$ cat src/rtl/pipe_ctrl_hazard.sv
// pipe_ctrl_hazard
// Control-side pipeline for the 5-stage RISC-V core. Carries decoder control
// bundles through the ID/EX, EX/MEM and MEM/WB registers. Resolves branches
// and jumps, detects load-use hazards and generates the EX-stage forwarding
// selects.
//
// Ports:
//   clk, rst            pipeline clock (rising edge), async active-high reset
//   *_D                 decoder control bundle and register addresses (D stage)
//   Zero_E              ALU zero flag from the EX stage
//   ALUControl_E        EX ALU operation
//   ALUSrc_E            EX operand-B select
//   PCSrc_E             redirect PC to the branch/jump target
//   MemWrite_M          data-memory write enable
//   RegWrite_W          register-file write enable
//   ResultSrc_W         writeback mux select (00 ALU, 01 mem, 10 PC+4)
//   Rd_W                register-file write address
//   ForwardA/B_E        00 regfile, 01 WB result, 10 MEM ALU result
//   Stall_F, Stall_D    hold PC / IF-ID register
//   Flush_D, Flush_E    bubble IF-ID / ID-EX register
module pipe_ctrl_hazard #(
  parameter int REG_AW = 5,
  parameter int ALUC_W = 3
) (
  input  logic              clk,
  input  logic              rst,
  input  logic              RegWrite_D,
  input  logic [1:0]        ResultSrc_D,
  input  logic              MemWrite_D,
  input  logic              Jump_D,
  input  logic              Branch_D,
  input  logic [ALUC_W-1:0] ALUControl_D,
  input  logic              ALUSrc_D,
  input  logic [REG_AW-1:0] Rs1_D,
  input  logic [REG_AW-1:0] Rs2_D,
  input  logic [REG_AW-1:0] Rd_D,
  input  logic              Zero_E,
  output logic [ALUC_W-1:0] ALUControl_E,
  output logic              ALUSrc_E,
  output logic              PCSrc_E,
  output logic              MemWrite_M,
  output logic              RegWrite_W,
  output logic [1:0]        ResultSrc_W,
  output logic [REG_AW-1:0] Rd_W,
  output logic [1:0]        ForwardA_E,
  output logic [1:0]        ForwardB_E,
  output logic              Stall_F,
  output logic              Stall_D,
  output logic              Flush_D,
  output logic              Flush_E
);

  // ID/EX
  logic              reg_write_e_q, reg_write_e_d;
  logic [1:0]        result_src_e_q, result_src_e_d;
  logic              mem_write_e_q, mem_write_e_d;
  logic              jump_e_q, jump_e_d;
  logic              branch_e_q, branch_e_d;
  logic [ALUC_W-1:0] alu_control_e_q, alu_control_e_d;
  logic              alu_src_e_q, alu_src_e_d;
  logic [REG_AW-1:0] rs1_e_q, rs1_e_d;
  logic [REG_AW-1:0] rs2_e_q, rs2_e_d;
  logic [REG_AW-1:0] rd_e_q, rd_e_d;
  // EX/MEM
  logic              reg_write_m_q, reg_write_m_d;
  logic [1:0]        result_src_m_q, result_src_m_d;
  logic              mem_write_m_q, mem_write_m_d;
  logic [REG_AW-1:0] rd_m_q, rd_m_d;
  // MEM/WB
  logic              reg_write_w_q, reg_write_w_d;
  logic [1:0]        result_src_w_q, result_src_w_d;
  logic [REG_AW-1:0] rd_w_q, rd_w_d;

  logic pc_src_e;
  logic lw_stall;
  logic flush_e;

  assign pc_src_e = (branch_e_q & Zero_E) | jump_e_q;

  // A load in E whose destination is read by the instruction in D.
  assign lw_stall = (result_src_e_q == 2'b01) && (rd_e_q != '0) &&
                    ((rd_e_q == Rs1_D) || (rd_e_q == Rs2_D));

  // A redirect makes the stalled instruction dead anyway, so it overrides the stall.
  assign Stall_F = lw_stall & ~pc_src_e;
  assign Stall_D = lw_stall & ~pc_src_e;
  assign flush_e = lw_stall | pc_src_e;
  assign Flush_E = flush_e;
  assign Flush_D = pc_src_e;

  always_comb begin
    reg_write_e_d   = RegWrite_D;
    result_src_e_d  = ResultSrc_D;
    mem_write_e_d   = MemWrite_D;
    jump_e_d        = Jump_D;
    branch_e_d      = Branch_D;
    alu_control_e_d = ALUControl_D;
    alu_src_e_d     = ALUSrc_D;
    rs1_e_d         = Rs1_D;
    rs2_e_d         = Rs2_D;
    rd_e_d          = Rd_D;
    if (flush_e) begin
      reg_write_e_d   = 1'b0;
      result_src_e_d  = '0;
      mem_write_e_d   = 1'b0;
      jump_e_d        = 1'b0;
      branch_e_d      = 1'b0;
      alu_control_e_d = '0;
      alu_src_e_d     = 1'b0;
      rs1_e_d         = '0;
      rs2_e_d         = '0;
      rd_e_d          = '0;
    end
    reg_write_m_d  = reg_write_e_q;
    result_src_m_d = result_src_e_q;
    mem_write_m_d  = mem_write_e_q;
    rd_m_d         = rd_e_q;
    reg_write_w_d  = reg_write_m_q;
    result_src_w_d = result_src_m_q;
    rd_w_d         = rd_m_q;
  end

  always_ff @(posedge clk or posedge rst) begin
    if (rst) begin
      reg_write_e_q   <= 1'b0;
      result_src_e_q  <= '0;
      mem_write_e_q   <= 1'b0;
      jump_e_q        <= 1'b0;
      branch_e_q      <= 1'b0;
      alu_control_e_q <= '0;
      alu_src_e_q     <= 1'b0;
      rs1_e_q         <= '0;
      rs2_e_q         <= '0;
      rd_e_q          <= '0;
      reg_write_m_q   <= 1'b0;
      result_src_m_q  <= '0;
      mem_write_m_q   <= 1'b0;
      rd_m_q          <= '0;
      reg_write_w_q   <= 1'b0;
      result_src_w_q  <= '0;
      rd_w_q          <= '0;
    end else begin
      reg_write_e_q   <= reg_write_e_d;
      result_src_e_q  <= result_src_e_d;
      mem_write_e_q   <= mem_write_e_d;
      jump_e_q        <= jump_e_d;
      branch_e_q      <= branch_e_d;
      alu_control_e_q <= alu_control_e_d;
      alu_src_e_q     <= alu_src_e_d;
      rs1_e_q         <= rs1_e_d;
      rs2_e_q         <= rs2_e_d;
      rd_e_q          <= rd_e_d;
      reg_write_m_q   <= reg_write_m_d;
      result_src_m_q  <= result_src_m_d;
      mem_write_m_q   <= mem_write_m_d;
      rd_m_q          <= rd_m_d;
      reg_write_w_q   <= reg_write_w_d;
      result_src_w_q  <= result_src_w_d;
      rd_w_q          <= rd_w_d;
    end
  end

  // MEM result is younger than WB, so it wins; x0 is hardwired and never forwarded.
  always_comb begin
    ForwardA_E = 2'b00;
    ForwardB_E = 2'b00;
    if (reg_write_m_q && (rd_m_q != '0) && (rd_m_q == rs1_e_q))
      ForwardA_E = 2'b10;
    else if (reg_write_w_q && (rd_w_q != '0) && (rd_w_q == rs1_e_q))
      ForwardA_E = 2'b01;
    if (reg_write_m_q && (rd_m_q != '0) && (rd_m_q == rs2_e_q))
      ForwardB_E = 2'b10;
    else if (reg_write_w_q && (rd_w_q != '0) && (rd_w_q == rs2_e_q))
      ForwardB_E = 2'b01;
  end

  assign ALUControl_E = alu_control_e_q;
  assign ALUSrc_E     = alu_src_e_q;
  assign PCSrc_E      = pc_src_e;
  assign MemWrite_M   = mem_write_m_q;
  assign RegWrite_W   = reg_write_w_q;
  assign ResultSrc_W  = result_src_w_q;
  assign Rd_W         = rd_w_q;

endmodule
$ cat config.mk
export PLATFORM = sky130hd
export DESIGN_NAME = pipe_ctrl_hazard
export DESIGN_NICKNAME = d
export VERILOG_FILES = /design/src/rtl/pipe_ctrl_hazard.sv
export SDC_FILE = /design/constraint.sdc
export NUM_CORES = 1
export LEC_CHECK = 0
export ABC_AREA = 1
export CORE_MARGIN = 2
export CORE_UTILIZATION = 49
export CTS_BUF_LIST = sky130_fd_sc_hd__clkbuf_8
export CTS_CLUSTER_SIZE = 14
export DETAILED_ROUTE_END_ITERATION = 7
export GPL_TIMING_DRIVEN = 0
export PLACE_DENSITY = 0.82
export SYNTH_ARGS = -nofsm -noshare
export SYNTH_HDL_FRONTEND = slang
export SYNTH_SLANG_ARGS = --single-unit
$ cat constraint.sdc
create_clock -name clk -period 1.7 [get_ports clk]
set_input_delay 0.255 -clock clk [delete_from_list [all_inputs] [get_ports clk]]
set_output_delay 0.255 -clock clk [all_outputs]
set_load 0.03 [all_outputs]
# ---- Yosys cells after proc, flatten, opt, wreduce, memory -nomap -nowiden
# Index checks and enable logic that the tools add are counted.
dict set report word_totals {
  regBits 42
  out_inout_bits 22
  wordCells 55
}
dict set report classes {
  n_eq_ne 7
  muxes 14
  bitwise 5
  reduce_logical 12
}
# operator n
set ops {}
lappend ops {{5-bit == test} 6}
lappend ops {{5-bit two-way mux} 3}
lappend ops {{5-bit nonzero test} 3}
lappend ops {{1-bit logical AND} 8}
lappend ops {{1-bit two-way mux} 7}
lappend ops {{2-bit two-way mux} 3}
lappend ops {{3-bit two-way mux} 1}
lappend ops {{1-bit AND} 2}
lappend ops {{2-bit by 1-bit == test with 1-bit output (second input constant)} 1}
lappend ops {{1-bit OR} 2}
lappend ops {{1-bit logical OR} 1}
lappend ops {{1-bit NOT} 1}

# ---- Longest topological paths before layout
# Gate-level depths: netlist of the first run.
dict set report logic_depth {
  word_depth 5
  depth_mapped 10
  mapped_depth_nobuf 9
}

# ---- Worst setup path after synthesis of the first run
# Ideal clock, no wire load.
dict set report synth_timing {
  path_kind {reg2out}
  startpoint {register rd_m_q[0]}
  endpoint {output ForwardA_E[0]}
  t_arrival_ns 1.714
  required_ns 1.445
  path_slack_ns -0.269
  path_stages_with_launch 5
  n_path_buf 0
  path_cell_list {dfrtp_1 xnor2_1 nand4_1 nor3_1 nor2_1}
}
dict set report synth_via {
  elab_chain_cells 4
}
# element line_no
set synth_lines {}
lappend synth_lines {{from (decl)} 68} ;# logic [REG_AW-1:0] rd_m_q, rd_m_d;
lappend synth_lines {{from (signal assigned)} 156} ;# rd_m_q <= rd_m_d;
lappend synth_lines {{5-bit nonzero test} 167} ;# if (reg_write_m_q && (rd_m_q != '0) && (rd_m_q == rs1_e_q))
lappend synth_lines {{1-bit logical AND} 167}
lappend synth_lines {{1-bit logical AND (*)} 167}
lappend synth_lines {{2-bit two-way mux (*)} 167}
lappend synth_lines {{to (decl)} 45} ;# output logic [1:0] ForwardA_E,
# Mark *: on every way between the ends. The rest lies on a longest branch, timed or not.

# ---- Worst setup path after layout of the first run
dict set report layout_timing {
  startpoint {input Rs1_D[4]}
  endpoint {output Stall_F}
}
dict set report layout_via {
  elab_chain_cells 4
}
# element line_no
set layout_lines {}
lappend layout_lines {{from (decl)} 34} ;# input logic [REG_AW-1:0] Rs1_D,
lappend layout_lines {{5-bit == test} 82} ;# ((rd_e_q == Rs1_D) || (rd_e_q == Rs2_D));
lappend layout_lines {{1-bit logical OR} 82}
lappend layout_lines {{1-bit logical AND} 81} ;# assign lw_stall = (result_src_e_q == 2'b01) && (rd_e_q != '0) &&
lappend layout_lines {{1-bit AND} 85} ;# assign Stall_F = lw_stall & ~pc_src_e;
lappend layout_lines {{to (decl)} 47} ;# output logic Stall_F,
# No other way between the ends.

==> out/metrics.cfg, run 1 <==
[final_layout]
drive_above_1_share_pct = 22.89
syn_to_final_growth_pct = 44.99
layout_commonest_cell = dfrtp_1
stdcell_area_mm2 = 0.002552
mostFrequentLayoutCells = dfrtp_1, clkdlybuf4s50_1, inv_1, nor2_1, nand2_1
seqCellArea_mm2 = 0.001060
fin_nets = 276
multiInputGateArea_um2 = 630.6
antenna_cells = 0
nFillCells = 237

[global_routing]
grt_overflow = 0
grt_pass1_vias = 1213
met1_usage_pct = 18.86
grt_use_met3_pct = 6.338
grt_pass1_wl_um = 5416
grt_max_degree = 43
grtUsageMet2_pct = 33.59
grt_antenna_before_repair = 0
busiest_layer = met2
grtUsageTotal_pct = 18.56

[logic_synthesis]
syn_inst = 185
ys_seq_area_share_pct = 59.70
yosys_warnings = 0
synth_area_leaders = dfrtp_1, inv_1, nor2_1, xnor2_1, nand2_1
synth_area_mm2 = 0.001760
synth_top_area_share_pct = 59.70
avgSynthCellArea_um2 = 9.516
yosys.cell_types.count = 16
synth_nets = 213
yosys.area.top_type = dfrtp_1
synth-seq-cells = 42

[clock_tree]
clock-root-buffer = clkbuf_8
hold_buffers = 0
clock_latency_ns = 0.29
h-tree-depth = 2
clk_pin_slew_ns = 0.08
cts_buffers = 5
clock_path_buffers = 2
cts_sinks = 42
cts_tree = yes

[die]
core_mm2 = 0.003390
floorplan.initialDensity_pct = 51.94
io_pins = 50
placementRows = 21
die_w_um = 63.94
dieArea_mm2 = 0.004088
die_h_um = 63.94

[drt]
viasPerCell = 4.434
first_pass_iters = 4
vias = 1308
ant_nets = 0
avgRoutedWirePerCell_um = 11.63
drtIter0Drc = 15
routed_wl_um = 3432
drc = 0

[worst_setup_path]
crit_fanout = 2
arrival_ns = 1.61
max_stage_delay_ns = 0.47
cp_cell_sequence = clkdlybuf4s50_1, inv_1, nand2_1, nand2_1, nor2_1, nand3_1, nand2_2, nand2_4, nor2_4, buf_6, buf_6
cp_data_required_time_ns = 1.44
cp-end-kind = output port
path_class = input port to output port
startpoint = Rs1_D[4]
crit_path_top_delay_cell = clkdlybuf4s50_1
r2r-start = rd_e_q[4]$_DFF_PP0_
worstSetupStartpointType = input port

[placed_design]
dp.final_hpwl_um = 2370
port_buffers = 49
gp_congestion = 0.8378
placed_area_mm2 = 0.002311

[timing]
slew_viol_final = 0
skew_ns = 0.004909
fmax_ghz = 0.5372
max-slew-margin-rel_pct = 46.36
setup_viol = 7
worst_pin_slew_ns = 0.8035
setup_ws_ns = -0.1615
hold_ws_ns = 0.3522
rsz0062_at_grt = true
fin_crit_ns = 1.861
hold_viol_final = 0
min_period_over_period_pct = 109.5

[power_and_ir_drop]
p_total_w = 0.002451
p_per_area_mw_per_mm2 = 960.2
p_leak_nw = 1.353
ir_drop_mv = 0.6556

[job]
drv_cap = 0

[status]
violations = negative setup slack
run_status = complete, but fails checks

[min_path]
hp-start = reg_write_e_q$_DFF_PP0_
worstHoldPathType = register to register

cell families (layout without fill, tap and decap cells):
kind of cell / after synthesis / in the layout / synth area share [%]
compound gates: 3 / 3 / 0.8526
xor+xnor: 22 / 22 / 10.95
buf+inv: 40 / 104 / 9.808
flops: 42 / 42 / 59.70
simple gates: 78 / 78 / 18.69
state kept, by name, summed over array words and instances (netlist names):
register and cells:
ResultSrc_W 2, Rd_W 5, RegWrite_W 1, reg_write_e_q 1, MemWrite_M 1, reg_write_m_q 1, rs2_e_q 5, rd_m_q 5
rs1_e_q 5, result_src_e_q 2, result_src_m_q 2, jump_e_q 1, ALUSrc_E 1, rd_e_q 5, mem_write_e_q 1, ALUControl_E 3
branch_e_q 1
synthesized netlist by cell type:
| cell | count |
|---|---|
| nand3_1 | 4 |
| a21oi_1 | 1 |
| nand2_2 | 1 |
| xnor2_1 | 14 |
| buf_4 | 2 |
| nand4_1 | 4 |
| nand2_1 | 25 |
| nor2_2 | 2 |
| nand2_4 | 1 |
| o21ai_0 | 2 |
| inv_1 | 36 |
| nor3_1 | 5 |
| xor2_1 | 8 |
| dfrtp_1 | 42 |
| nor2_1 | 36 |
| buf_6 | 2 |
power breakdown:
part / internal (W) / switching (W)
clock: 0.000288 / 0.000334
combinational: 0.000303 / 0.000317
sequential: 0.00111 / 0.000102
total: 0.00170 / 0.000754
final timing paths:
kind / depth (start not counted) / to / slack [ns]
max: 11 / Stall_F / -0.16
min: 0 / reg_write_m_q$_DFF_PP0_ / 0.35
max reg2reg: 10 / rd_e_q[0]$_DFF_PP0_ / 0.19
min reg2reg: 0 / reg_write_m_q$_DFF_PP0_ / 0.35
max in group asynchronous: 2 / rd_m_q[1]$_DFF_PP0_ / 0.70
min in group asynchronous: 2 / MemWrite_M$_DFF_PP0_ / 0.43
timing repair:
item / CTS / global route
pin swaps: 7 / 21
setup endpoints to repair: 9 / 12
gates resized for setup: 57 / 29
buffers inserted: 1 / 7
routing by layer:
layer  part of all wire [%]  vias to the layer above
met1                     36                      601
li1                       -                      665
met5                      0                        -
met2                     57                       35
met3                    4.3                        7
met4                    2.4                        0
through the flow:
step	utilization [%]	cells	setup TNS (ns)	worst slack, ns
global placement	68.18	280	-15.95	-0.7842
CTS	71.47	288	-0.7961	-0.2446
global route	75.30	295	-1.262	-0.2621
detailed placement	68.18	280	-4.321	-0.8001
floorplan	-	185	-0.5375	-0.2688
finish	75.30	295	-0.6052	-0.1615
critical path, delay by kind of cell:
kind / cells / cell delay, ns
buf+inv: 4 / 0.73
simple gates: 7 / 0.63
layout make-up:
cell class	count	area share [%]
clock inverters	3	0.8333
well taps	46	2.255
clock buffers	5	2.696
inverters	36	5.294
flip-flops and latches	42	41.52
repair buffers	57	21.52
plain buffers	3	1.176
multi-input cells	103	24.71
Power figures use the tool's default switching activity.
==> inputs of run 2 (changes only) <==
SLEW_MARGIN = 25   (was unset)
==> run 2 against run 1 <==
The flow still finishes with violations (negative setup slack). Utilization increased by 1.4 points. Register-to-register slack got worse by 0.15 ns. Design area increased by 1.9%. Critical path depth unchanged. Via count increased by 3.5%. Global-route usage unchanged. Sequential power about the same. First-iteration DRC count increased by 33%. Hold slack got worse by 0.077 ns. Wire length increased by 11%. Non-clock buffer count increased by 4. Clock power about the same. Critical path type unchanged. Largest power group unchanged.
==> out/metrics.cfg, run 2 (same netlist as run 1, synthesis figures left out) <==
[timing]
min_period_over_period_pct = 114.4
skew_ns = 0.005176
setup_tns_ns = -0.7905
setup_ws_ns = -0.2455
slew_viol_final = 0
max-slew-margin-rel_pct = 71.12
hold_ws_ns = 0.2751
fin_crit_ns = 1.946
setup_viol = 5
rsz0062_at_grt = true
hold_viol_final = 0
worst_pin_slew_ns = 0.4325
fmax_ghz = 0.5140

[drt]
drc = 0
route.met3.wl_um = 186
drtIter0Drc = 20
ant_nets = 0
top_layer = met4
avgRoutedWirePerCell_um = 12.75
vias = 1354
drt-met1-wl_um = 1452
first_pass_iters = 4
dr_wl_met2_um = 2110
viasPerCell = 4.528
routed_wl_um = 3812

[final_layout]
drive_above_1_share_pct = 22.53
layout_commonest_cell = dfrtp_1
antenna_cells = 0
syn_to_final_growth_pct = 47.76
nFillCells = 233
utilization_pct = 76.74
fin_nets = 280
mostFrequentLayoutCells = dfrtp_1, nor2_1, clkdlybuf4s50_1, inv_1, nand2_1

[clock_tree]
clk_pin_slew_ns = 0.08
clock_latency_ns = 0.29
h-tree-depth = 2
hold_buffers = 0
clock-root-buffer = clkbuf_8
cts_sinks = 42
cts_buffers = 5
cts_tree = yes
clock_path_buffers = 2

[global_routing]
grt_max_degree = 25
grtUsageTotal_pct = 18.56
grt_antenna_before_repair = 0
grt_overflow = 0
grt_pass1_wl_um = 5520
grt_pass1_vias = 1248

[power_and_ir_drop]
ir_drop_mv = 0.6540
p_leak_nw = 1.387
p_per_area_mw_per_mm2 = 952.0

[die]
floorplan.initialDensity_pct = 51.94
die_w_um = 63.94
io_pins = 50
placementRows = 21
core_mm2 = 0.003390
die_h_um = 63.94
dieArea_mm2 = 0.004088

[placed_design]
pre_cts_slack_ns = -0.7993
dp.final_hpwl_um = 2435
gp_congestion = 0.8378
port_buffers = 49

[min_path]
worstHoldPathType = input port to asynchronous set/reset pin

[status]
run_status = complete, but fails checks
violations = negative setup slack

[worst_setup_path]
crit_fanout = 6
cp-end-kind = output port
cp_data_required_time_ns = 1.44
arrival_ns = 1.69
path_class = input port to output port
worstSetupStartpointType = input port

[job]
drv_cap = 0

-- run 2: power breakdown --
| part | internal [W] | total, W | switching [W] |
|---|---|---|---|
| combinational | 0.000315 | 0.000642 | 0.000327 |
| sequential | 0.00111 | 0.00121 | 0.000105 |
| clock | 0.000288 | 0.000624 | 0.000336 |
-- run 2: final timing paths --
path                                    startpoint                 endpoint  slack [ns]  cells after the start
max                                       Rs2_D[2]                  Flush_E       -0.25                     11
min in group clk                          Rs2_D[3]     rs2_e_q[3]$_DFF_PP0_        0.29                      3
max reg2reg                    rd_e_q[2]$_DFF_PP0_      rd_e_q[0]$_DFF_PP0_        0.04                     12
min reg2reg                reg_write_e_q$_DFF_PP0_  reg_write_m_q$_DFF_PP0_        0.35                      0
max in group asynchronous                      rst      rd_e_q[1]$_DFF_PP0_        0.96                      3
min                                            rst     rs2_e_q[2]$_DFF_PP0_        0.28                      2
-- run 2: per-layer routing --
layer / track usage [%] / vias to the layer above
li1: - / 671
met1: 20.64 / 639
met2: 32.03 / 39
met3: 5.810 / 5
met4: 8.967 / 0
met5: 0 / -
-- run 2: area by class of cell --
type / instances / area [um2] / area share, %
plain buffers: 3 / 26.28 / 1.010
clock buffers: 5 / 68.82 / 2.646
clock inverters: 3 / 21.27 / 0.8177
inverters: 36 / 135.1 / 5.195
multi-input cells: 103 / 620.6 / 23.86
flip-flops and latches: 42 / 1057 / 40.64
well taps: 46 / 57.56 / 2.213
repair buffers: 61 / 614.3 / 23.62
-- run 2: what timing repair did --
item,in CTS,in global routing
pin swaps,16,16
endpoints found under the setup margin,9,12
buffers inserted,1,10
gates resized for setup,58,23
cloned,0,0
endpoints found under the hold margin,0,0
-- run 2: stage by stage --
step / cells / area (um2) / power [W]
global placement: 280 / 2311 / 0.001746
floorplan: 185 / 1763 / 0.001537
detailed placement: 281 / 2338 / 0.001771
CTS: 289 / 2450 / 0.002411
finish: 299 / 2601 / 0.002476
global route: 299 / 2601 / 0.002616
-- run 2: critical path, cell delays in order --
cell,delay (ns)
clkdlybuf4s50_1,0.50
inv_1,0.06
nand2_1,0.07
nand2_1,0.06
nor2_1,0.09
nand3_1,0.11
nand2_1,0.10
nand2_2,0.09
buf_12,0.14
nand2_8,0.08
buf_6,0.13
